**src/rtl/multdiv_iter_if.sv**
```systemverilog
// Handshake/bus bundle between the execute-stage control and the iterative mul/div unit.
interface multdiv_iter_if #(
  parameter int WIDTH = 32
);
  logic             ctrl_MULT;
  logic             ctrl_DIV;
  logic [WIDTH-1:0] data_operandA;
  logic [WIDTH-1:0] data_operandB;
  logic [WIDTH-1:0] data_result;
  logic             data_exception;
  logic             data_resultRDY;
  logic             busy;

  modport master (
    output ctrl_MULT, ctrl_DIV, data_operandA, data_operandB,
    input  data_result, data_exception, data_resultRDY, busy
  );

  modport slave (
    input  ctrl_MULT, ctrl_DIV, data_operandA, data_operandB,
    output data_result, data_exception, data_resultRDY, busy
  );
endinterface

```
**src/rtl/multdiv_iter.sv**
```systemverilog
// Iterative signed multiply / restoring divide feeding the EX/MEM latch.
// Define MULTDIV_RADIX4_EN for a radix-4 Booth multiply (WIDTH/2 iterations).
//
// state  | meaning
// IDLE   | waiting for ctrl_MULT / ctrl_DIV
// MUL    | one multiply iteration per cycle
// DIV    | one restoring-divide iteration per cycle
// DONE   | sign fix, register result/exception, pulse RDY
module multdiv_iter #(
  parameter int WIDTH = 32
) (
  input logic           clk,
  input logic           reset,
  multdiv_iter_if.slave bus
);

  localparam int CW = $clog2(WIDTH + 1);

  typedef enum logic [1:0] {S_IDLE, S_MUL, S_DIV, S_DONE} state_t;

  state_t             r_state;
  logic [CW-1:0]      r_cnt;
  logic [2*WIDTH-1:0] r_x;
  logic [2*WIDTH-1:0] r_acc;
  logic [WIDTH-1:0]   r_y;
  logic               r_neg;
  logic               r_is_div;
  logic               r_bzero;
  logic [WIDTH-1:0]   r_result;
  logic               r_exc;
  logic               r_rdy;
  logic               r_busy;

  logic               w_start;
  logic               w_sign_diff;
  logic [WIDTH-1:0]   w_mag_a;
  logic [WIDTH-1:0]   w_mag_b;
  logic [2*WIDTH-1:0] w_pp;
  logic [2*WIDTH-1:0] w_mul_acc;
  logic [2*WIDTH-1:0] w_mul_x;
  logic [WIDTH-1:0]   w_mul_y;
  logic [2*WIDTH-1:0] w_mul_x0;
  logic [WIDTH-1:0]   w_mul_y0;
  logic               w_mul_neg0;
  logic [WIDTH:0]     w_rem_sh;
  logic [WIDTH:0]     w_diff;
  logic [2*WIDTH-1:0] w_mag_res;
  logic [2*WIDTH-1:0] w_signed;
  logic [WIDTH-1:0]   w_done_res;
  logic               w_done_exc;

  assign w_start     = bus.ctrl_MULT | bus.ctrl_DIV;
  assign w_sign_diff = bus.data_operandA[WIDTH-1] ^ bus.data_operandB[WIDTH-1];
  assign w_mag_a     = bus.data_operandA[WIDTH-1] ? -bus.data_operandA : bus.data_operandA;
  assign w_mag_b     = bus.data_operandB[WIDTH-1] ? -bus.data_operandB : bus.data_operandB;

`ifdef MULTDIV_RADIX4_EN
  localparam int N_MUL = WIDTH / 2;

  logic r_bprev;

  // Booth works on the raw two's-complement operands, so no sign fix is needed later.
  always_comb begin
    w_pp = '0;
    case ({r_y[1:0], r_bprev})
      3'b001, 3'b010: w_pp = r_x;
      3'b011:         w_pp = r_x << 1;
      3'b100:         w_pp = -(r_x << 1);
      3'b101, 3'b110: w_pp = -r_x;
      default:        w_pp = '0;
    endcase
  end

  assign w_mul_x0   = {{WIDTH{bus.data_operandA[WIDTH-1]}}, bus.data_operandA};
  assign w_mul_y0   = bus.data_operandB;
  assign w_mul_neg0 = 1'b0;
  assign w_mul_x    = r_x << 2;
  assign w_mul_y    = {2'b00, r_y[WIDTH-1:2]};
`else
  localparam int N_MUL = WIDTH;

  assign w_pp       = r_y[0] ? r_x : '0;
  assign w_mul_x0   = {{WIDTH{1'b0}}, w_mag_a};
  assign w_mul_y0   = w_mag_b;
  assign w_mul_neg0 = w_sign_diff;
  assign w_mul_x    = r_x << 1;
  assign w_mul_y    = {1'b0, r_y[WIDTH-1:1]};
`endif

  localparam logic [CW-1:0] MUL_LAST = CW'(N_MUL - 1);
  localparam logic [CW-1:0] DIV_LAST = CW'(WIDTH - 1);

  assign w_mul_acc = r_acc + w_pp;

  // Remainder stays below the divisor, so bit WIDTH of the difference is a clean borrow.
  assign w_rem_sh = {r_acc[WIDTH-1:0], r_y[WIDTH-1]};
  assign w_diff   = w_rem_sh - {1'b0, r_x[WIDTH-1:0]};

  assign w_mag_res = r_is_div ? {{WIDTH{1'b0}}, r_y} : r_acc;
  assign w_signed  = r_neg ? -w_mag_res : w_mag_res;

  always_comb begin
    w_done_res = w_signed[WIDTH-1:0];
    w_done_exc = 1'b0;
    if (r_is_div) begin
      if (r_bzero) begin
        w_done_res = '0;
        w_done_exc = 1'b1;
      end else begin
        // Only a positive quotient of 2^(WIDTH-1) (MIN / -1) fails to fit.
        w_done_exc = r_y[WIDTH-1] & ~r_neg;
      end
    end else begin
      w_done_exc = (w_signed[2*WIDTH-1:WIDTH-1] != '0) &&
                   (w_signed[2*WIDTH-1:WIDTH-1] != '1);
    end
  end

  always_ff @(posedge clk or negedge reset) begin
    if (!reset) begin
      r_state  <= S_IDLE;
      r_cnt    <= '0;
      r_x      <= '0;
      r_y      <= '0;
      r_acc    <= '0;
      r_neg    <= 1'b0;
      r_is_div <= 1'b0;
      r_bzero  <= 1'b0;
      r_result <= '0;
      r_exc    <= 1'b0;
      r_rdy    <= 1'b0;
      r_busy   <= 1'b0;
`ifdef MULTDIV_RADIX4_EN
      r_bprev  <= 1'b0;
`endif
    end else begin
      r_rdy <= 1'b0;
      if (w_start) begin
        r_cnt   <= '0;
        r_acc   <= '0;
        r_busy  <= 1'b1;
        r_bzero <= (bus.data_operandB == '0);
`ifdef MULTDIV_RADIX4_EN
        r_bprev <= 1'b0;
`endif
        if (bus.ctrl_MULT) begin
          r_state  <= S_MUL;
          r_is_div <= 1'b0;
          r_x      <= w_mul_x0;
          r_y      <= w_mul_y0;
          r_neg    <= w_mul_neg0;
        end else begin
          r_state  <= S_DIV;
          r_is_div <= 1'b1;
          r_x      <= {{WIDTH{1'b0}}, w_mag_b};
          r_y      <= w_mag_a;
          r_neg    <= w_sign_diff;
        end
      end else begin
        case (r_state)
          S_MUL: begin
            r_acc <= w_mul_acc;
            r_x   <= w_mul_x;
            r_y   <= w_mul_y;
`ifdef MULTDIV_RADIX4_EN
            r_bprev <= r_y[1];
`endif
            r_cnt <= r_cnt + 1'b1;
            if (r_cnt == MUL_LAST) begin
              r_state <= S_DONE;
              r_cnt   <= '0;
            end
          end
          S_DIV: begin
            if (!w_diff[WIDTH]) begin
              r_acc <= {{WIDTH{1'b0}}, w_diff[WIDTH-1:0]};
              r_y   <= {r_y[WIDTH-2:0], 1'b1};
            end else begin
              r_acc <= {{WIDTH{1'b0}}, w_rem_sh[WIDTH-1:0]};
              r_y   <= {r_y[WIDTH-2:0], 1'b0};
            end
            r_cnt <= r_cnt + 1'b1;
            if (r_cnt == DIV_LAST) begin
              r_state <= S_DONE;
              r_cnt   <= '0;
            end
          end
          S_DONE: begin
            r_result <= w_done_res;
            r_exc    <= w_done_exc;
            r_rdy    <= 1'b1;
            r_busy   <= 1'b0;
            r_state  <= S_IDLE;
          end
          default: r_state <= S_IDLE;
        endcase
      end
    end
  end

  assign bus.data_result    = r_result;
  assign bus.data_exception = r_exc;
  assign bus.data_resultRDY = r_rdy;
  assign bus.busy           = r_busy;

endmodule

```
**src/flat_wrapper.sv**
```systemverilog
// flat-port wrapper written by rule: the top's interface ports become plain ports
module multdiv_iter_flat 
#(
  parameter int WIDTH = 32
)
  (clk, reset, bus_ctrl_MULT, bus_ctrl_DIV, bus_data_operandA, bus_data_operandB, bus_data_result, bus_data_exception, bus_data_resultRDY, bus_busy);
  multdiv_iter_if #(.WIDTH(WIDTH)) bus_i ();
  input logic clk;
  input logic reset;
  input wire logic [$bits(bus_i.ctrl_MULT)-1:0] bus_ctrl_MULT;
  input wire logic [$bits(bus_i.ctrl_DIV)-1:0] bus_ctrl_DIV;
  input wire logic [$bits(bus_i.data_operandA)-1:0] bus_data_operandA;
  input wire logic [$bits(bus_i.data_operandB)-1:0] bus_data_operandB;
  output wire logic [$bits(bus_i.data_result)-1:0] bus_data_result;
  output wire logic [$bits(bus_i.data_exception)-1:0] bus_data_exception;
  output wire logic [$bits(bus_i.data_resultRDY)-1:0] bus_data_resultRDY;
  output wire logic [$bits(bus_i.busy)-1:0] bus_busy;
  assign bus_i.ctrl_MULT = bus_ctrl_MULT;
  assign bus_i.ctrl_DIV = bus_ctrl_DIV;
  assign bus_i.data_operandA = bus_data_operandA;
  assign bus_i.data_operandB = bus_data_operandB;
  assign bus_data_result = bus_i.data_result;
  assign bus_data_exception = bus_i.data_exception;
  assign bus_data_resultRDY = bus_i.data_resultRDY;
  assign bus_busy = bus_i.busy;
  multdiv_iter #(.WIDTH(WIDTH)) u_core (.clk(clk), .reset(reset), .bus(bus_i));
endmodule
```
**config.mk**
```make
export PLATFORM = sky130hd
export DESIGN_NAME = multdiv_iter_flat
export DESIGN_NICKNAME = d
export VERILOG_FILES = /design/src/rtl/multdiv_iter_if.sv /design/src/rtl/multdiv_iter.sv /design/src/flat_wrapper.sv
export SDC_FILE = /design/constraint.sdc
export NUM_CORES = 1
export LEC_CHECK = 0
export BUFFER_PORTS_ARGS = -buffer_cell sky130_fd_sc_hd__buf_4
export CORE_ASPECT_RATIO = 2
export CORE_UTILIZATION = 50
export DETAILED_ROUTE_END_ITERATION = 10
export PLACE_DENSITY = 0.66
export SLEW_MARGIN = 0
export SYNTH_ARGS = -nofsm -noshare
export SYNTH_HDL_FRONTEND = slang
export SYNTH_SLANG_ARGS = --single-unit
export TNS_END_PERCENT = 10
```
**constraint.sdc**
```tcl
create_clock -name clk -period 6.3 [get_ports clk]
set_input_delay 0.315 -clock clk [delete_from_list [all_inputs] [get_ports clk]]
set_output_delay 0.315 -clock clk [all_outputs]
set_load 0.05 [all_outputs]
```
==> reports/results.tsv, run 1 <==
stage	metric	value	unit
clock_tree	H-tree levels	1	
layout	most frequent cells in the layout	nor2_1, a21oi_1, nand2_1, o21ai_0, dfrtp_1	
global_routing	global-route wire length before repair	113000	um
global_routing	gr usage total	0.386	
setup_path	Crit Path Class	reg2reg	
layout	fillers	3692	
floorplanning	I/O pin count	103	
setup_path	Reg2Reg Setup Slack	1530	ps
layout	nets	2616	
yosys	Yosys Warn Count	0	
clock_tree	number of buffers created by CTS	23	
yosys	main flop type after synthesis	dfrtp_1	
sta	pin slew with the least headroom to its limit	1220	ps
clock_tree	CTS root buf	clkbuf_16	
route	initial DRC count	1024	
yosys	post-synthesis net count	2609	
clock_tree	PostCTS Resize Cnt	0	
clock_tree	Clock Path Buffers	3	
route	Post-route DRC	0	
yosys	Gate Count Post-Synth	2437	
route	TritonRoute pass-1 iters	6	
clock_tree	CTS tree	built	
layout	P&R area growth vs syn	9.44	%
sta	f_max	210	MHz
route	final WL	75400	um
clock_tree	CTS sink cnt	206	
sta	fin crit share	0.757	
floorplanning	initial cell density of the core	0.507	
sta	fin. max-slew vios	0	
global_routing	pin count of the biggest net entering global routing	92	
clock_tree	CTS Hold Bufs	1	
yosys	Async SR Flop Fraction	1.00	
route	wire length per cell	25.8	um
clock_tree	Post-CTS Setup Bufs	0	
sta	Rel. slew slack	0.183	
power_and_ir_drop	total leakage power	9.43	nW
power_and_ir_drop	maximum vdd drop	0.248	mV
floorplanning	Rows	101	
setup_path	CP max FO	91	
route	Via-to-Cell Ratio	6.57	
setup_path	element type at the critical path end	flip-flop	
yosys	Synth Cell Area	0.0192	mm^2
global_routing	total grt overflow	0	
setup_path	crit path launch	u_core.r_is_div	
layout	most common cell after layout, fill and taps aside	nor2_1	
placement	routability cong.	1.01	
yosys	Post-synth EDFFs	0	
setup_path	slowest stage delay, CP	1120	ps
sta	clk_skew	14.7	ps
sta	Setup TNS	0	ps
setup_path	CP Data Arrival Time	5190	ps
sta	minimum clock period	4770	ps
placement	DP HPWL	57500	um
setup_path	CP Cell Sequence	mux2i_1 > ha_1 > o211ai_1 > nor3_4 > nand3_1 > or3_1 > or3_1 > a311oi_1 > nand3_1 > nor4_1 > a31oi_1	
floorplanning	Chip Width	141	um
setup_path	Critical Path RT	6720	ps
flow_run	maxcap violations	0	
status	status	finished clean	
yosys	Seq/Total Area, Yosys	0.268	
setup_path	CP max-delay cell	dfrtp_4	
hold_path	worst hold path type	in2reg	
clock_tree	clock latency on the worst-skew pair	550	ps
sta	unrepaired setup endpoints after global routing	no	
floorplanning	core area	0.0379	mm^2
yosys	#FFs+latches synth	206	
floorplanning	die height	279	um
layout	layout cells sized above 1	0.0870	
clock_tree	clock-pin transition on the worst setup and hold timing paths	70	ps
yosys	Syn Area/Cell	7.89	um^2
sta	Hold Vio Cnt, Final	0	
route	vias post-DR	19200	
yosys	Cell variety after synth	86	
global_routing	vias in the first global route	19100	
route	ANT nets after route	0	
setup_path	reg-to-reg startpoint	u_core.r_is_div	
sta	final setup vio count	0	
power_and_ir_drop	power per cell area	246	mW/mm^2
hold_path	Hold Startpoint	bus_data_operandB[30]	
placement	input/output buffers	102	
setup_path	startpoint types	flip-flop	
floorplanning	die area	0.0393	mm^2
global_routing	initial antenna violation count	2	
layout	utilization after layout	0.555	
path summary, 6_finish.rpt:
path / cells after the start / to
setup / recovery: 11 / u_core.bus.data_exception
hold / removal: 3 / u_core.r_bzero
setup reg to reg: 11 / u_core.bus.data_exception
hold reg to reg: 2 / u_core.bus.data_result[31]
max in group asynchronous: 3 / u_core.r_is_div
min in group asynchronous: 2 / u_core.r_x[42]
per-stage QoR:
stage,hold WS (ps),cell area (um^2),setup WS [ps],std cells,total power (W)
finish,90.7,21000,1530,2924,0.00517
global route,120,21000,1120,2923,0.00538
CTS,76.1,21000,1570,2923,0.00516
detailed placement,321,20200,1590,2881,0.00370
global placement,314,20200,1660,2881,0.00368
floorplan,19.4,19200,1360,2437,0.00301
synth_stat cells, types with 6 or more instances:
master | number | area [um^2]
o211ai_1 | 11 | 82.6
clkbuf_1 | 114 | 428
nand4_1 | 23 | 144
or4_1 | 14 | 105
xnor2_1 | 89 | 780
buf_2 | 7 | 35.0
buf_1 | 23 | 86.3
dfrtp_1 | 206 | 5150
mux2i_1 | 121 | 1210
o31ai_1 | 24 | 180
nand3_1 | 50 | 250
o2111a_1 | 6 | 67.6
o41ai_1 | 10 | 87.6
nor3_1 | 50 | 250
nand2_1 | 218 | 818
nor2b_1 | 23 | 144
or2_2 | 10 | 62.6
o21ai_0 | 205 | 1030
nor2_1 | 225 | 845
nor3b_1 | 9 | 67.6
o22ai_1 | 10 | 62.6
o21bai_1 | 14 | 105
xor2_1 | 95 | 832
and2_1 | 69 | 432
o31a_1 | 6 | 52.6
a221oi_1 | 8 | 70.1
inv_1 | 70 | 263
and3_1 | 10 | 62.6
a21oi_1 | 220 | 1100
nor4_1 | 14 | 87.6
o21a_1 | 12 | 90.1
o221ai_1 | 10 | 87.6
a22o_1 | 32 | 280
or3_1 | 22 | 138
a22oi_1 | 20 | 150
ha_1 | 102 | 1280
o21ai_1 | 6 | 30.0
a211oi_1 | 52 | 390
o2111ai_1 | 8 | 70.1
nand2b_1 | 25 | 156
a21o_1 | 79 | 593
a31oi_1 | 28 | 175
cells by family (layout without fill, tap and decap cells):
group           Yosys count  count (layout)  synth area share
buf+inv                 220             243            0.0445
flops                   206             206             0.268
xor+xnor                184             184            0.0839
other cells               0               1                 0
compound gates          802             802             0.266
simple gates            795             795             0.203
fa+ha+maj               104             104            0.0685
mux                     126             126            0.0660
routing by layer:
layer / share of wire / track usage / vias to the layer above
met2: 0.51 / 0.689 / 757
met5: 0.00019 / 0 / -
met4: 0.13 / 0.448 / 2
met3: 0.047 / 0.0528 / 385
met1: 0.31 / 0.347 / 9210
li1: - / - / 8868
flip-flops by register name, summed over array words and instances (netlist names):
| name | cells |
|---|---|
| u_core.r_neg | 1 |
| u_core.r_bzero | 1 |
| u_core.r_y | 32 |
| u_core.bus.data_exception | 1 |
| u_core.r_is_div | 1 |
| u_core.r_cnt | 6 |
| u_core.bus.data_resultRDY | 1 |
| u_core.bus.data_result | 32 |
| u_core.bus.busy | 1 |
| u_core.r_acc | 64 |
| u_core.r_state | 2 |
| u_core.r_x | 64 |
cell type report:
cell class | instances | area, um^2 | share of cell area
clock buffers | 26 | 607 | 0.0289
inverters | 72 | 270 | 0.0128
repair buffers | 130 | 986 | 0.0469
diodes | 1 | 2.50 | 0.000119
flip-flops and latches | 206 | 5160 | 0.245
well taps | 463 | 579 | 0.0275
multi-input cells | 2011 | 13300 | 0.630
clock inverters | 15 | 173 | 0.00821
power by group:
group | switching [W] | internal (W)
logic | 0.00126 | 0.000691
clock network | 0.000628 | 0.000820
registers | 0.000288 | 0.00148
total | 0.00218 | 0.00299
critical path: cells and delay by family, from the launching register on:
family                     cells  cell delay, ps
muxes                          1             340
AOI/OAI and AO/OA              3             750
and+or+nand+nor                6            2180
adders and majority gates      1             240
DFF                            1            1120
(Power assumes the default switching activity.)
==> run 2, diff against run 1 <==
clock period = 4.8 ns   (was 6.3 ns; I/O delays follow)
==> reports/results.tsv, run 2 (synthesized netlist as in run 1, its figures left out) <==
stage	metric	value	unit	change
sta	Hold Vio Cnt, Final	0		unchanged
floorplanning	core area	0.0379	mm^2	unchanged
global_routing	met1 Usage GRT	0.367		+0.0202
floorplanning	Chip Width	141	um	unchanged
layout	layout cells sized above 1	0.0994		+0.0124
setup_path	Crit Path Class	reg2reg		
setup_path	startpoint types	flip-flop		
sta	f_max	217	MHz	+3.3%
power_and_ir_drop	Design Power	0.00696	W	+34%
layout	multi-input logic area	0.0133	mm^2	unchanged
layout	utilization after layout	0.564		+0.00954
floorplanning	die height	279	um	unchanged
status	status	finished clean		
layout	register area	0.00516	mm^2	about the same
flow_run	maxcap violations	0		unchanged
setup_path	reg-to-reg startpoint	u_core.r_y[31]		
layout	nets	2652		+1.4%
setup_path	FF-to-FF path depth	16		+5
layout	fillers	3679		-0.35%
global_routing	vias in the first global route	19400		+1.6%
sta	clk_skew	13.1	ps	-1.55 ps
global_routing	total grt overflow	0		unchanged
route	initial DRC count	1352		+32%
clock_tree	H-tree levels	1		unchanged
sta	fin crit share	0.962		+0.205
layout	most common cell after layout, fill and taps aside	nor2_1		
power_and_ir_drop	Comb pwr share	0.380		+0.002
hold_path	Hold Startpoint	bus_data_operandB[22]		
setup_path	RR Endpoint	u_core.r_acc[11]		
placement	DP HPWL	60900	um	+5.8%
hold_path	Hold Path Cell Cnt	3		unchanged
sta	minimum clock period	4620	ps	-152 ps
global_routing	pin count of the biggest net entering global routing	120		+30%
hold_path	worst hold path type	in2reg		
sta	pin slew with the least headroom to its limit	1040	ps	-181 ps
global_routing	GR peak layer	met2		
route	Post-route DRC	0		unchanged
route	final WL	79200	um	+5.2%
power_and_ir_drop	Reg power frac	0.329		-0.013
power_and_ir_drop	total leakage power	9.66	nW	+2.4%
clock_tree	Post-CTS Setup Bufs	0		unchanged
global_routing	global-route wire length before repair	118000	um	+4.4%
sta	Rel. slew slack	0.303		+0.120
clock_tree	CTS tree	built		
setup_path	CP max FO	33		-64%
sta	final setup vio count	0		unchanged
layout	top flop regs	u_core.r_acc: 64 flops, u_core.r_x: 64 flops		
setup_path	element type at the critical path end	flip-flop		
power_and_ir_drop	maximum vdd drop	0.309	mV	+24%
global_routing	M3 GR Usage	0.0611		+0.00823
power_and_ir_drop	Sw Share	0.412		-0.00926
route	vias post-DR	19500		+1.3%
floorplanning	I/O pin count	103		unchanged
sta	Setup TNS	0	ps	unchanged
sta	worst setup margin	182	ps	-1350 ps
route	ANT nets after route	0		unchanged
setup_path	Reg2Reg Setup Slack	180	ps	-1350 ps
global_routing	grt met2 use	0.722		+0.0330
hold_path	hold endpoint	u_core.r_y[22]		
clock_tree	CTS sink cnt	206		unchanged
layout	most frequent cells in the layout	nor2_1, a21oi_1, nand2_1, o21ai_0, dfrtp_1		
clock_tree	clock-pin transition on the worst setup and hold timing paths	70	ps	about the same
route	Via-to-Cell Ratio	6.58		about the same
floorplanning	initial cell density of the core	0.507		unchanged
clock_tree	number of buffers created by CTS	22		-4.3%
route	wire length per cell	26.8	um	+3.9%
layout	P&R area growth vs syn	11.3	%	
placement	routability cong.	1.01		+0.20%
clock_tree	Clock Path Buffers	3		unchanged
sta	fin. max-slew vios	0		unchanged
route	TritonRoute pass-1 iters	8		+2
power_and_ir_drop	clock share of power	0.291		+0.011
power_and_ir_drop	power per cell area	325	mW/mm^2	+32%
placement	input/output buffers	102		unchanged
global_routing	gr usage total	0.405		+0.0197
placement	Place WS	267	ps	-1330 ps
power_and_ir_drop	P_int	0.00409	W	+37%
global_routing	initial antenna violation count	0		-2
setup_path	Critical Path RT	5200	ps	-1520 ps
sta	unrepaired setup endpoints after global routing	no		
floorplanning	die area	0.0393	mm^2	unchanged
setup_path	CP Data Arrival Time	5020	ps	-170 ps
clock_tree	CTS root buf	clkbuf_16		
floorplanning	Rows	101		unchanged
clock_tree	clock latency on the worst-skew pair	550	ps	about the same
power_and_ir_drop	switching power	0.00287	W	+32%
==> run 2: cell count changes in the layout (fill, tap and decap cells not counted), sizes merged <==
cell,delta
buf,+35
bufinv,+2
clkbuf,+3
clkinv,-3
clkinvlp,-3
dlygate4sd3,+2
==> run 2: final cells by class <==
type                            instances  area share
Clock inverter                         11     0.00906
Multi-Input combinational cell       2011       0.620
Tap cell                              463      0.0271
Antenna cell                            1    0.000117
Sequential cell                       206       0.241
Inverter                               72      0.0126
Clock buffer                           29      0.0298
Timing Repair Buffer                  167      0.0605
==> run 2: layer usage <==
metal,vias to the layer above,part of all wire
li1,8955,-
met1,9334,0.31
met2,811,0.50
met3,364,0.052
met4,0,0.13
met5,-,0
==> run 2: repair_timing <==
action,CTS,global route
endpoints found under the hold margin,120,0
hold buffers,3,0
resized for setup,0,3
setup endpoints to repair,0,3
==> run 2: worst max path at each step <==
stage	start	end	slack [ps]	depth (start not counted)
detailed placement	u_core.r_y[31]	u_core.r_acc[11]	270	16
global placement	u_core.r_y[0]	u_core.r_acc[56]	270	16
finish	u_core.r_y[31]	u_core.r_acc[11]	180	16
global route	u_core.r_y[31]	u_core.r_acc[11]	60	16
CTS	u_core.r_y[31]	u_core.r_acc[11]	260	16
floorplan	u_core.r_is_div	u_core.bus.data_exception	20	21
==> run 2: worst max-delay path: stages (launching register included) <==
cell,delay (ps)
dfrtp_1,520
inv_1,250
ha_1,290
fa_1,410
nor2b_1,250
o2111ai_1,170
nand3_1,130
nand3b_1,150
a31oi_1,260
nor2_1,150
o21ai_0,490
nor4_1,150
a311oi_4,370
buf_12,270
mux2_2,370
a21oi_1,140
a21oi_1,80
==> run 2: through the flow <==
stage	std cells	instance area, um^2	hold WS (ps)
3_5_place_dp	2916	20500	415
3_3_place_gp	2916	20500	409
4_1_cts	2959	21400	18.3
2_1_floorplan	2437	19200	-55.6
6_report	2960	21400	53.6
5_1_grt	2959	21400	70.0
==> run 2: power groups by stage <==
stage / combinational, W / sequential, W / clock [W]
after global routing: 0.00283 / 0.00230 / 0.00211
after detailed placement: 0.00260 / 0.00231 / 0
after CTS: 0.00261 / 0.00227 / 0.00205
final: 0.00264 / 0.00229 / 0.00202
after global placement: 0.00258 / 0.00230 / 0
after floorplan: 0.00141 / 0.00254 / 0
==> run 3, diff against run 2 <==
CORE_MARGIN = 2   (was not set)
==> reports/results.tsv, run 3 (synthesized netlist as in run 1, its figures left out) <==
stage	metric	value	unit	change
status	status	finished clean		
sta	Setup TNS	0	ps	unchanged
setup_path	crit path launch	u_core.r_y[0]		
setup_path	reg-to-reg startpoint	u_core.r_y[0]		
setup_path	Worst path most repeated cell	o21ai_0		
clock_tree	H-tree levels	1		unchanged
sta	clk_skew	30.1	ps	+17.0 ps
hold_path	Hold Startpoint	bus_data_operandB[29]		
global_routing	total grt overflow	0		unchanged
sta	fin. max-slew vios	0		unchanged
setup_path	element type at the critical path end	flip-flop		
setup_path	CP Cell Sequence	buf_4 > and2_1 > ha_1 > o21a_1 > o21ai_0 > or3b_2 > o21a_1 > o31a_1 > o21ai_0 > a211oi_1 > o21ai_0 > a21oi_1 > o21ai_0 > xnor2_1 > o21ai_0		
layout	nets	2644		-0.30%
route	wire length per cell	26.4	um	-1.4%
clock_tree	CTS sink cnt	206		unchanged
sta	Rel. slew slack	0.227		-0.0761
layout	P&R area growth vs syn	10.5	%	
route	vias post-DR	19300		-0.76%
placement	DP HPWL	60900	um	about the same
setup_path	Crit Path Class	reg2reg		
sta	minimum clock period	4540	ps	-79.2 ps
hold_path	worst hold path type	in2reg		
layout	utilization after layout	0.560		-0.00439
setup_path	startpoint types	flip-flop		
setup_path	slowest stage delay, CP	650	ps	+130 ps
route	Via-to-Cell Ratio	6.55		-0.45%
setup_path	CP Data Arrival Time	4930	ps	-90 ps
layout	top flop regs	u_core.r_acc: 64 flops, u_core.r_x: 64 flops		
route	initial DRC count	1105		-18%
setup_path	Critical Path RT	5190	ps	about the same
global_routing	vias in the first global route	19800		+2.0%
layout	most frequent cells in the layout	nor2_1, a21oi_1, nand2_1, o21ai_0, dfrtp_1		
clock_tree	number of buffers created by CTS	22		unchanged
power_and_ir_drop	total leakage power	9.58	nW	-0.84%
clock_tree	CTS root buf	clkbuf_16		
floorplanning	I/O pin count	103		unchanged
placement	routability cong.	1.05		+3.3%
clock_tree	CTS tree	built		
global_routing	global-route wire length before repair	117000	um	-0.90%
setup_path	CP max-delay cell	o21ai_0		
route	Post-route DRC	0		unchanged
floorplanning	Chip Width	143	um	+1.4%
sta	pin slew with the least headroom to its limit	1160	ps	+111 ps
route	TritonRoute pass-1 iters	5		-3
global_routing	pin count of the biggest net entering global routing	86		-28%
floorplanning	initial cell density of the core	0.507		unchanged
sta	unrepaired setup endpoints after global routing	no		
flow_run	maxcap violations	0		unchanged
power_and_ir_drop	maximum vdd drop	0.304	mV	-1.6%
placement	input/output buffers	102		unchanged
sta	final setup vio count	0		unchanged
power_and_ir_drop	power per cell area	318	mW/mm^2	-2.3%
route	final WL	77900	um	-1.7%
global_routing	initial antenna violation count	0		unchanged
clock_tree	Clock Path Buffers	3		unchanged
floorplanning	Rows	101		unchanged
clock_tree	clock-pin transition on the worst setup and hold timing paths	70	ps	about the same
route	ANT nets after route	0		unchanged
sta	Hold Vio Cnt, Final	0		unchanged
layout	layout cells sized above 1	0.0965		-0.00290
setup_path	CP max FO	12		-64%
clock_tree	clock latency on the worst-skew pair	570	ps	+20 ps
floorplanning	die height	281	um	+0.72%
layout	Antenna Cells	0		-1
sta	fin crit share	0.945		-0.0165
layout	most common cell after layout, fill and taps aside	nor2_1		
sta	f_max	220	MHz	+1.7%
floorplanning	core area	0.0379	mm^2	unchanged
floorplanning	die area	0.0401	mm^2	+2.1%
global_routing	gr usage total	0.389		-0.0167
[run 3: repair_timing]
| item | CTS | global route |
|---|---|---|
| resized for setup | 0 | 1 |
| hold buffers | 2 | 0 |
| endpoints found under the setup margin | 0 | 9 |
| hold endpoints to repair | 81 | 0 |
| buffers inserted | 0 | 0 |
[run 3: layer usage]
metal / share of wire / vias to the layer above / global-route usage
met5: 0 / - / 0
met4: 0.14 / 0 / 0.433
met3: 0.044 / 392 / 0.0549
met2: 0.51 / 749 / 0.696
met1: 0.31 / 9247 / 0.346
li1: - / 8929 / -
[run 3: through the flow]
| stage | instances | hold slack (ps) | setup WS [ps] | power [W] | area (um^2) |
|---|---|---|---|---|---|
| after floorplan | 2437 | -55.6 | 23.9 | 0.00394 | 19200 |
| after global placement | 2909 | 278 | 330 | 0.00488 | 20500 |
| after detailed placement | 2909 | 284 | 283 | 0.00491 | 20500 |
| after CTS | 2951 | 22.0 | 270 | 0.00673 | 21200 |
| after global routing | 2951 | 52.0 | 19.3 | 0.00702 | 21200 |
| final | 2951 | 39.8 | 262 | 0.00674 | 21200 |
[run 3: area by class of cell]
type	count	area [um^2]
Fill cell	3712	16700
Sequential cell	206	5160
Inverter	72	270
Clock inverter	9	90.1
Multi-Input combinational cell	2011	13300
Timing Repair Buffer	159	1220
Clock buffer	31	654
Tap cell	463	579
[run 3: power by group]
part           switching (W)  leakage (nW)  internal [W]
Combinational        0.00171          6.53      0.000928
Sequential          0.000347          2.68       0.00195
Clock               0.000803         0.365       0.00101
Total                0.00286          9.58       0.00388
[run 3: worst paths after layout]
path	endpoint	slack (ps)	depth (start not counted)
max	u_core.r_acc[61]	260	15
min	u_core.r_y[29]	40	4
max reg2reg	u_core.r_acc[61]	260	15
min reg2reg	u_core.bus.data_result[31]	490	2
max in group asynchronous	u_core.r_acc[26]	3240	3
min in group asynchronous	u_core.r_x[47]	230	2
[run 3: critical path: cells and delay by family, from the launching register on]
| kind | cells | cell delay (ps) |
|---|---|---|
| XOR/XNOR | 1 | 150 |
| AND/OR/NAND/NOR | 2 | 660 |
| flip-flops | 1 | 410 |
| AO/OA/AOI/OAI | 10 | 2610 |
| buffers and inverters | 1 | 180 |
| adder cells (fa/ha/maj) | 1 | 330 |
